## config.mk

```make
export PLATFORM = sky130hd
export DESIGN_NAME = doctor_allocator_n_flat
export DESIGN_NICKNAME = d
export VERILOG_FILES = /design/src/rtl/doctor_allocator_n_pkg.sv /design/src/rtl/doctor_allocator_n_if.sv /design/src/rtl/doctor_allocator_n_consult_timer.sv /design/src/rtl/doctor_allocator_n.sv /design/src/flat_wrapper.sv
export SDC_FILE = /design/constraint.sdc
export NUM_CORES = 1
export LEC_CHECK = 0
export BUFFER_PORTS_ARGS = -buffer_cell sky130_fd_sc_hd__buf_2
export CORE_ASPECT_RATIO = 1.5
export CORE_MARGIN = 2
export CORE_UTILIZATION = 28
export DETAILED_ROUTE_END_ITERATION = 10
export SKIP_LAST_GASP = 1
export SYNTH_ARGS = -nofsm -noshare
export SYNTH_HDL_FRONTEND = slang
export SYNTH_SLANG_ARGS = --single-unit
```

## constraint.sdc

```tcl
create_clock -name clk -period 8.6 [get_ports clk]
set_input_delay 0.43 -clock clk [delete_from_list [all_inputs] [get_ports clk]]
set_output_delay 0.43 -clock clk [all_outputs]
set_load 0.05 [all_outputs]
```

## src/rtl/doctor_allocator_n_pkg.sv

```systemverilog
`default_nettype none
// ============================================================================
//  Module   : doctor_allocator_n_pkg
//  Purpose  : Shared query and response encodings for the reception-desk
//             doctor allocator.
//  Revision : 1.0  initial release
// ============================================================================
package doctor_allocator_n_pkg;

   // Query codes on i_query; any code with bit 1 set is reserved and ignored.
   localparam logic [1:0] Q_GENERAL   = 2'b00;
   localparam logic [1:0] Q_EMERGENCY = 2'b01;

   // Response codes on o_resp_code.
   localparam logic [1:0] R_NONE      = 2'b00;
   localparam logic [1:0] R_ALLOT     = 2'b01;
   localparam logic [1:0] R_WAIT      = 2'b10;
   localparam logic [1:0] R_REJECT    = 2'b11;

endpackage
`default_nettype wire

```

## src/rtl/doctor_allocator_n_if.sv

```systemverilog
`default_nettype none
// ============================================================================
//  Module   : doctor_allocator_n_if
//  Purpose  : Bundles the front-desk query strobe with the response, call,
//             busy and queue-occupancy outputs of the allocator.
//  Ports    : i_start/i_query        query source -> allocator
//             o_resp_*               response to a sampled query
//             o_call_*               queued patient called to a doctor
//             o_busy, o_queue_count  status for the display logic
//  Modports : master = query source / display side, slave = allocator
//  Revision : 1.0  initial release
// ============================================================================
interface doctor_allocator_n_if #(
   parameter int N_DOCTORS   = 2,
   parameter int QUEUE_DEPTH = 4,
   parameter int TICKET_W    = 4
);
   localparam int DOC_W = (N_DOCTORS > 1) ? $clog2(N_DOCTORS) : 1;
   localparam int CNT_W = $clog2(QUEUE_DEPTH + 1);

   logic                 i_start;
   logic [1:0]           i_query;
   logic                 o_resp_valid;
   logic [1:0]           o_resp_code;
   logic [DOC_W-1:0]     o_resp_doctor;
   logic [TICKET_W-1:0]  o_resp_ticket;
   logic                 o_call_valid;
   logic [DOC_W-1:0]     o_call_doctor;
   logic [TICKET_W-1:0]  o_call_ticket;
   logic [N_DOCTORS-1:0] o_busy;
   logic [CNT_W-1:0]     o_queue_count;

   modport master (
      output i_start, i_query,
      input  o_resp_valid, o_resp_code, o_resp_doctor, o_resp_ticket,
      input  o_call_valid, o_call_doctor, o_call_ticket, o_busy, o_queue_count
   );

   modport slave (
      input  i_start, i_query,
      output o_resp_valid, o_resp_code, o_resp_doctor, o_resp_ticket,
      output o_call_valid, o_call_doctor, o_call_ticket, o_busy, o_queue_count
   );
endinterface
`default_nettype wire

```

## src/rtl/doctor_allocator_n_consult_timer.sv

```systemverilog
`default_nettype none
// ============================================================================
//  Module   : consult_timer
//  Purpose  : Per-doctor consultation timer. A load starts a countdown of
//             CONSULT_CYCLES; o_busy is high for exactly CONSULT_CYCLES
//             cycles beginning in the cycle after the load edge.
//  Ports    : clk, reset (sync, active-high), i_load, o_busy
//  Revision : 1.0  initial release
// ============================================================================
module consult_timer #(
   parameter int CONSULT_CYCLES = 15
) (
   input  wire logic clk,
   input  wire logic reset,
   input  wire logic i_load,
   output logic      o_busy
);
   localparam int TMR_W = $clog2(CONSULT_CYCLES + 1);

   logic [TMR_W-1:0] r_cnt;
   logic             r_busy;

   // r_busy mirrors (r_cnt != 0) but is kept as its own flop so the
   // output comes straight from a register.
   always_ff @(posedge clk) begin
      if (reset) begin
         r_cnt  <= '0;
         r_busy <= 1'b0;
      end else if (i_load) begin
         r_cnt  <= TMR_W'(CONSULT_CYCLES);
         r_busy <= 1'b1;
      end else if (r_cnt != '0) begin
         r_cnt  <= r_cnt - 1'b1;
         r_busy <= (r_cnt != TMR_W'(1));
      end
   end

   assign o_busy = r_busy;
endmodule
`default_nettype wire

```

## src/rtl/doctor_allocator_n.sv

```systemverilog
`default_nettype none
// ============================================================================
//  Module   : doctor_allocator_n
//  Purpose  : Reception-desk allocator. Each sampled query is allotted to the
//             lowest-index free doctor, queued with a ticket, or rejected.
//             When a doctor frees up the queue head is called automatically;
//             emergencies are inserted at the queue head.
//  Ports    : clk, reset (sync, active-high), bus (slave modport: query in,
//             response/call pulses, busy vector, queue occupancy out)
//  Revision : 1.0  initial release
// ============================================================================
module doctor_allocator_n
   import doctor_allocator_n_pkg::*;
#(
   parameter int N_DOCTORS      = 2,
   parameter int CONSULT_CYCLES = 15,
   parameter int QUEUE_DEPTH    = 4,
   parameter int TICKET_W       = 4
) (
   input wire logic             clk,
   input wire logic             reset,
   doctor_allocator_n_if.slave  bus
);
   localparam int DOC_W = (N_DOCTORS > 1) ? $clog2(N_DOCTORS) : 1;
   localparam int QP_W  = (QUEUE_DEPTH > 1) ? $clog2(QUEUE_DEPTH) : 1;
   localparam int CNT_W = $clog2(QUEUE_DEPTH + 1);

   // Pointer arithmetic wraps explicitly so non-power-of-2 depths work.
   function automatic logic [QP_W-1:0] ptr_inc(input logic [QP_W-1:0] p);
      return (p == QP_W'(QUEUE_DEPTH - 1)) ? '0 : p + 1'b1;
   endfunction

   function automatic logic [QP_W-1:0] ptr_dec(input logic [QP_W-1:0] p);
      return (p == '0) ? QP_W'(QUEUE_DEPTH - 1) : p - 1'b1;
   endfunction

   logic [N_DOCTORS-1:0] w_busy;
   logic [N_DOCTORS-1:0] w_load;

   generate
      for (genvar gi = 0; gi < N_DOCTORS; gi++) begin : g_doc
         consult_timer #(.CONSULT_CYCLES(CONSULT_CYCLES)) u_timer (
            .clk    (clk),
            .reset  (reset),
            .i_load (w_load[gi]),
            .o_busy (w_busy[gi])
         );
      end
   endgenerate

   logic [TICKET_W-1:0] r_q [QUEUE_DEPTH];
   logic [QP_W-1:0]     r_head, r_tail;
   logic [CNT_W-1:0]    r_count;
   logic [TICKET_W-1:0] r_ticket;

   logic                r_resp_valid, r_call_valid;
   logic [1:0]          r_resp_code;
   logic [DOC_W-1:0]    r_resp_doctor, r_call_doctor;
   logic [TICKET_W-1:0] r_resp_ticket, r_call_ticket;

   logic                w_any_free, w_pop, w_query_ok, w_allot, w_push, w_emerg;
   logic [DOC_W-1:0]    w_low_doc;
   logic [CNT_W-1:0]    w_count_post;
   logic [QP_W-1:0]     w_head_post, w_head_next, w_tail_next, w_wr_idx;

   always_comb begin
      w_any_free = 1'b0;
      w_low_doc  = '0;
      // Scan downwards so the last hit is the lowest free index.
      for (int i = N_DOCTORS - 1; i >= 0; i--) begin
         if (!w_busy[i]) begin
            w_any_free = 1'b1;
            w_low_doc  = DOC_W'(i);
         end
      end

      w_pop      = (r_count != '0) && w_any_free;
      w_query_ok = bus.i_start && !bus.i_query[1];
      w_emerg    = bus.i_query[0];
      // Allotment only with an empty queue, so a pop never competes for the
      // same doctor in that cycle.
      w_allot    = w_query_ok && (r_count == '0) && w_any_free;
      // Occupancy is judged after this cycle's pop.
      w_count_post = r_count - CNT_W'(w_pop);
      w_push     = w_query_ok && !w_allot && (w_count_post != CNT_W'(QUEUE_DEPTH));

      w_head_post = w_pop ? ptr_inc(r_head) : r_head;
      w_head_next = w_head_post;
      w_tail_next = r_tail;
      w_wr_idx    = r_tail;
      if (w_push) begin
         if (w_emerg) begin
            w_head_next = ptr_dec(w_head_post);
            w_wr_idx    = w_head_next;
         end else begin
            w_tail_next = ptr_inc(r_tail);
         end
      end

      for (int i = 0; i < N_DOCTORS; i++) begin
         w_load[i] = (w_pop || w_allot) && (w_low_doc == DOC_W'(i));
      end
   end

   always_ff @(posedge clk) begin
      if (reset) begin
         for (int i = 0; i < QUEUE_DEPTH; i++) r_q[i] <= '0;
         r_head        <= '0;
         r_tail        <= '0;
         r_count       <= '0;
         r_ticket      <= '0;
         r_resp_valid  <= 1'b0;
         r_resp_code   <= R_NONE;
         r_resp_doctor <= '0;
         r_resp_ticket <= '0;
         r_call_valid  <= 1'b0;
         r_call_doctor <= '0;
         r_call_ticket <= '0;
      end else begin
         r_resp_valid  <= w_query_ok;
         r_resp_code   <= w_allot ? R_ALLOT : w_push ? R_WAIT :
                          w_query_ok ? R_REJECT : R_NONE;
         r_resp_doctor <= w_allot ? w_low_doc : '0;
         r_resp_ticket <= (w_allot || w_push) ? r_ticket : '0;

         r_call_valid  <= w_pop;
         r_call_doctor <= w_pop ? w_low_doc : '0;
         r_call_ticket <= w_pop ? r_q[r_head] : '0;

         if (w_allot || w_push) r_ticket <= r_ticket + 1'b1;
         if (w_push)            r_q[w_wr_idx] <= r_ticket;
         r_head  <= w_head_next;
         r_tail  <= w_tail_next;
         r_count <= w_count_post + CNT_W'(w_push);
      end
   end

   assign bus.o_resp_valid  = r_resp_valid;
   assign bus.o_resp_code   = r_resp_code;
   assign bus.o_resp_doctor = r_resp_doctor;
   assign bus.o_resp_ticket = r_resp_ticket;
   assign bus.o_call_valid  = r_call_valid;
   assign bus.o_call_doctor = r_call_doctor;
   assign bus.o_call_ticket = r_call_ticket;
   assign bus.o_busy        = w_busy;
   assign bus.o_queue_count = r_count;
endmodule
`default_nettype wire

```

## src/flat_wrapper.sv

```systemverilog
// flat-port wrapper written by rule: the top's interface ports become plain ports
module doctor_allocator_n_flat import doctor_allocator_n_pkg::*;
#(
   parameter int N_DOCTORS      = 2,
   parameter int CONSULT_CYCLES = 15,
   parameter int QUEUE_DEPTH    = 4,
   parameter int TICKET_W       = 4
)
  (clk, reset, bus_i_start, bus_i_query, bus_o_resp_valid, bus_o_resp_code, bus_o_resp_doctor, bus_o_resp_ticket, bus_o_call_valid, bus_o_call_doctor, bus_o_call_ticket, bus_o_busy, bus_o_queue_count);
  doctor_allocator_n_if #(.N_DOCTORS(N_DOCTORS), .QUEUE_DEPTH(QUEUE_DEPTH), .TICKET_W(TICKET_W)) bus_i ();
  input wire logic clk;
  input wire logic reset;
  input wire logic [$bits(bus_i.i_start)-1:0] bus_i_start;
  input wire logic [$bits(bus_i.i_query)-1:0] bus_i_query;
  output wire logic [$bits(bus_i.o_resp_valid)-1:0] bus_o_resp_valid;
  output wire logic [$bits(bus_i.o_resp_code)-1:0] bus_o_resp_code;
  output wire logic [$bits(bus_i.o_resp_doctor)-1:0] bus_o_resp_doctor;
  output wire logic [$bits(bus_i.o_resp_ticket)-1:0] bus_o_resp_ticket;
  output wire logic [$bits(bus_i.o_call_valid)-1:0] bus_o_call_valid;
  output wire logic [$bits(bus_i.o_call_doctor)-1:0] bus_o_call_doctor;
  output wire logic [$bits(bus_i.o_call_ticket)-1:0] bus_o_call_ticket;
  output wire logic [$bits(bus_i.o_busy)-1:0] bus_o_busy;
  output wire logic [$bits(bus_i.o_queue_count)-1:0] bus_o_queue_count;
  assign bus_i.i_start = bus_i_start;
  assign bus_i.i_query = bus_i_query;
  assign bus_o_resp_valid = bus_i.o_resp_valid;
  assign bus_o_resp_code = bus_i.o_resp_code;
  assign bus_o_resp_doctor = bus_i.o_resp_doctor;
  assign bus_o_resp_ticket = bus_i.o_resp_ticket;
  assign bus_o_call_valid = bus_i.o_call_valid;
  assign bus_o_call_doctor = bus_i.o_call_doctor;
  assign bus_o_call_ticket = bus_i.o_call_ticket;
  assign bus_o_busy = bus_i.o_busy;
  assign bus_o_queue_count = bus_i.o_queue_count;
  doctor_allocator_n #(.N_DOCTORS(N_DOCTORS), .CONSULT_CYCLES(CONSULT_CYCLES), .QUEUE_DEPTH(QUEUE_DEPTH), .TICKET_W(TICKET_W)) u_core (.clk(clk), .reset(reset), .bus(bus_i));
endmodule
```

# Yosys cells after proc, flatten, opt, wreduce, memory -nomap -nowiden
# Memory sizes are Yosys's and may differ from the RTL's. A register that Yosys moved wholly into a read port is not among the register bits.
# Index checks and enable logic that the tools add are counted.
# W data, S select, Z words.
# op_classes
addsub	8
n_eq_ne	5
n_mux	30
n_bitwise	5
reduce_logical	25
# ops
op	count
$mux W2	11
$mux W4	5
$mux W1	14
$logic_and A1 B1 Y1	8
$ne A4 B1 Y1 const B	2
$reduce_bool A4 Y1	2
$reduce_or A2 Y1	4
$sub A4 B1 Y4 const B	2
$not A1 Y1	5
$add A2 B1 Y2 const B	2
$add A4 B1 Y4 const B	1
$eq A2 B2 Y1 const B	2
$reduce_bool A2 Y1	2
$reduce_or A4 Y1	1
$add A3 B1 Y3	1
$logic_not A3 Y1	1
$ne A3 B3 Y1 const B	1
$reduce_bool A3 Y1	1
$sub A3 B1 Y3	1
$logic_not A1 Y1	2
$logic_not A2 Y1	1
$logic_or A1 B1 Y1	2
$reduce_and A2 Y1	1
$sub A2 B1 Y2 const B	1
# word_totals
reg_bits	31
mem_bits_rw	16
inputBits	5
out_inout_bits	19
word_cells	89
memories	1
# memory_table
memory	depth	width	rd	rd_clocked_by_memory_dff	wr	line_no	rtl
u_core.r_q	4	4	1	1	4	doctor_allocator_n.sv:51	logic [TICKET_W-1:0] r_q [QUEUE_DEPTH];

# Logic depth before layout (Yosys ltp)
# logic_depth
depth_word	12
ltp_mapped	12
mapped_depth_nobuf	11

# Cells and area by module
# A second synthesis with hierarchy kept.
# unflattened
hier_cells	231
hier_area_um2	2501.1
# by_module_without_submodules
mod	n_inst	cells_per_inst	area_per_inst_um2	seq_area_each_um2
doctor_allocator_n	1	175	1955.6	980.9
consult_timer	2	28	272.8	100.1

# Worst setup path before layout
# OpenSTA, ideal clock, no wires.
# synth_timing
path_type	reg2reg
startpoint	register u_core.r_count[2], in the netlist u_core.bus.o_queue_count[2]
endpoint	memory u_core.r_q[0][0] (enable)
setup_ps	256
t_arrival_ps	2832
t_required_ps	8344
path_slack_ps	5512
path_stages_with_launch	12
path_buffers	1
synth_period_minus_slack_ps	3088
cell_sequence	dfxtp_1 > nor3_2 > or2_1 > clkbuf_2 > inv_1 > ha_1 > ha_1 > and2_1 > a211oi_4 > nand2_4 > mux2_4 > a21o_1
# synth_rtl
item	line_no	rtl
start: declaration	doctor_allocator_n.sv:53	logic [CNT_W-1:0] r_count;
start signal: assignment	doctor_allocator_n.sv:134	r_count <= w_count_post + CNT_W'(w_push);
end: declaration	doctor_allocator_n.sv:51	

==> run_results.csv <==
group,metric,value,unit
setup_path,crit_fanout,6,
clocking,clock_latency,0.29,ns
synthesis,synthesis.area,2360,um2
floorplan,num_io_pins,24,
route,wl_per_cell,12.6,um
synthesis,ys_top_cells_by_area,"dfxtp_1 (30%), edfxtp_1 (20%), and2_1 (7.2%)",
synthesis,muxShareOfSynthArea,7.57,%
timing,rsz0062_at_grt,"false",
global_route,grtUsageTotal,10.8,%
timing,worst_slew_pin_slew,0.623,ns
synthesis,syn_avg_cell_area,11.0,um2
placed_design,place.gp.congestion,0.751,
worst_hold_path,hp-class,"flop to flop",
pwr,power_switching,0.358,mW
synthesis,synthXorXnorAreaFrac,4.40,%
run,drv_cap,0,
global_route,grt_pass1_wl,7.42,mm
worst_hold_path,holdPathEnd,"u_core.bus.o_resp_ticket[3]",
layout,syn_to_final_growth,15.0,%
setup_path,arrival,3.09,ns
timing,fmax,323,MHz
global_route,grt_pass1_vias,1541,
clocking,clk_pin_slew,0.07,ns
synthesis,synth_top_area_share,29.7,%
pwr,intPower,0.543,mW
timing,tns,0,ns
global_route,grt_max_degree,30,
pwr,powerDensity,332,nW/um2
setup_path,cp-end-kind,"flop",
floorplan,row_count,41,
synthesis,yosys.area_share.simple,17.8,%
route,wl,4.35,mm
placed_design,postPlaceCellArea,2570,um2
synthesis,ys_seq_elements,51,
synthesis,synth.yosys.seq_area_share,50.0,%
clocking,cts.hold.buffers_added,0,
placed_design,place_hpwl,3.28,mm
layout,drive_gt1_share,19.0,%
clocking,tritoncts,"yes",
synthesis,yosysWarnings,0,
global_route,overflow,0,
timing,finalClockSkew,0.00346,ns
clocking,h-tree-depth,2,
clocking,numClockSinks,51,
pwr,seqPwrFrac,37.3,%
synthesis,synth_cell_types,42,
synthesis,yosysTopAreaCell,"dfxtp_1",
timing,finalSetupViolations,0,
worst_hold_path,hold_start,"u_core.r_ticket[3]",
synthesis,synth_nets,232,
route,ant_nets,0,
synthesis,yosys.area_share.adder,6.89,%
synthesis,synth_top_family_by_area,"simple AND/OR/NAND/NOR gates",
layout,nets,254,
setup_path,start_kind,"flop",
timing,slew_violations,0,
route,drt_iter0_drc,87,
route,viasPerCell,4.43,
synthesis,synth_compound_area_share,9.53,%
setup_path,critPathRequiredTime,8.59,ns
placed_design,numPortBuffers,23,
clocking,numCtsBuffers,5,
timing,period_share,36.0,%
clocking,cts_setup_buffers,0,
worst_hold_path,min_path_cells,1,
setup_path,timing.rr.end,"u_core.r_q[2][0]",
floorplan,start_util,28.4,%
clocking,cts-root-buf,"clkbuf_16",
clocking,clockBufferDepth,2,
route,vias,1523,
timing,slew-limit-headroom,58.4,%
layout,insertedDiodeCount,0,
pwr,p_clk_share,21.7,%
layout,final_common_cell,"dfxtp_1",
setup_path,ff2ff_path_depth,10,
run_status,status,"completed",
pwr,ir_worst_vdd,0.0000855,V
floorplan,fp.dieArea,9200,um2
timing,hold_viol_final,0,
synthesis,syn-instance-count,214,
global_route,antenna_found_initial,0,
pwr,power_frac_comb,41.0,%
setup_path,worstSetupPathType,"flop to flop",
route,drc,0,
route,dr.pass1.iters,4,
layout,final_area,2720,um2
timing,period_minus_slack,3.10,ns
floorplan,fp.dieW,79.0,um
pwr,sw_frac_of_total,39.8,%
pwr,power_leakage,1.16,nW
setup_path,reg2reg_from,"u_core.bus.o_queue_count[1]",
floorplan,die_h,116,um
floorplan,core,8310,um2
layout,final_cell_mix,"dfxtp_1 (35), and2_1 (27), buf_2 (23)",
clocking,ctsResizeCount,0,
setup_path,r2r_slack,5.50,ns
[registers in the layout, indices dropped and copies added, names as in the netlist, 2 cells and up]
| signal | flops |
|---|---|
| u_core.r_ticket | 4 |
| u_core.bus.o_queue_count | 3 |
| u_core.bus.o_resp_code | 2 |
| u_core.r_tail | 2 |
| u_core.r_q | 16 |
| u_core.r_head | 2 |
| u_core.bus.o_call_ticket | 4 |
| u_core.g_doc.u_timer.o_busy | 2 |
| u_core.bus.o_resp_ticket | 4 |
| u_core.g_doc.u_timer.r_cnt | 8 |
[power groups by stage]
stage | Clock (mW) | Sequential (mW) | Combinational, mW
finish | 0.195 | 0.336 | 0.369
CTS | 0.203 | 0.337 | 0.374
global placement | 0 | 0.341 | 0.371
detailed placement | 0 | 0.342 | 0.371
global route | 0.211 | 0.344 | 0.416
floorplan | 0 | 0.374 | 0.271
[worst max-delay path: stages, from the launching register on]
cell and delay (ns):
dfxtp_1 0.36, nor3_2 0.31, or2_1 0.30, inv_1 0.08, ha_1 0.19, ha_1 0.28, and2_1 0.20, a211oi_4 0.40
nand2_4 0.12, mux2i_1 0.30, a21o_1 0.26
[stage by stage]
stage	setup slack (ns)	power, mW	util [%]	cells	hold slack, ns
CTS	5.49	0.914	32.7	344	0.513
floorplan	5.51	0.646	-	214	0.465
detailed placement	5.49	0.713	30.9	336	0.503
finish	5.50	0.901	32.7	344	0.505
global route	5.19	0.971	32.7	344	0.536
global placement	5.67	0.712	30.9	336	0.497
[Yosys cell counts, drive strengths merged]
cell and number:
dfxtp 35, and2 27, edfxtp 16, nor2 16, ha 13, inv 13, a21oi 11, nand2 10
mux2i 7, clkbuf 6, xnor2 6, nand2b 5, nor3 5, xor2 5, a21o 4, a31oi 4
mux4 4, nor2b 4, o21ai 3, buf 2, nand4 2, or2 2, or3 2, a2111o 1
a2111oi 1, a211oi 1, a32oi 1, a41oi 1, and4b 1, mux2 1, nor4 1, o2111ai 1
o22ai 1, o2bb2ai 1, or4 1
[layer usage]
| metal | part of all wire, % | track usage (%) | vias up |
|---|---|---|---|
| met1 | 38 | 10.8 | 708 |
| li1 | - | - | 780 |
| met2 | 56 | 20.2 | 24 |
| met5 | 0 | 0 | - |
| met3 | 2.6 | 1.85 | 11 |
| met4 | 3.6 | 7.36 | 0 |
[cells by family (layout without fill, tap and decap cells)]
family / after synthesis / count (layout)
and+or+nand+nor: 76 / 76
DFF: 51 / 51
AOI/OAI and AO/OA: 30 / 30
buffers and inverters: 21 / 44
adders and majority gates: 13 / 13
muxes: 12 / 12
xor gates and xnor gates: 11 / 11
[worst max path at each step]
stage	endpoint	slack, ns	startpoint	cells past startpoint
after detailed placement	u_core.r_q[2][0]	5.49	u_core.bus.o_queue_count[1]	10
after global placement	u_core.r_q[1][0]	5.67	u_core.bus.o_queue_count[1]	10
after global routing	u_core.r_q[2][0]	5.19	u_core.bus.o_queue_count[1]	10
after floorplan	u_core.r_q[0][0]	5.51	u_core.bus.o_queue_count[2]	11
after CTS	u_core.r_q[2][0]	5.49	u_core.bus.o_queue_count[1]	10
final	u_core.r_q[2][0]	5.50	u_core.bus.o_queue_count[1]	10
[cell type report]
| type | instances | area [um2] |
|---|---|---|
| well taps | 107 | 134 |
| clock inverters | 3 | 20.0 |
| inverters | 13 | 48.8 |
| repair buffers | 23 | 115 |
| flip-flops and latches | 51 | 1180 |
| multi-input cells | 142 | 1090 |
| clock buffers | 5 | 125 |
| fillers | 866 | 5590 |
(Power assumes the default switching activity.)
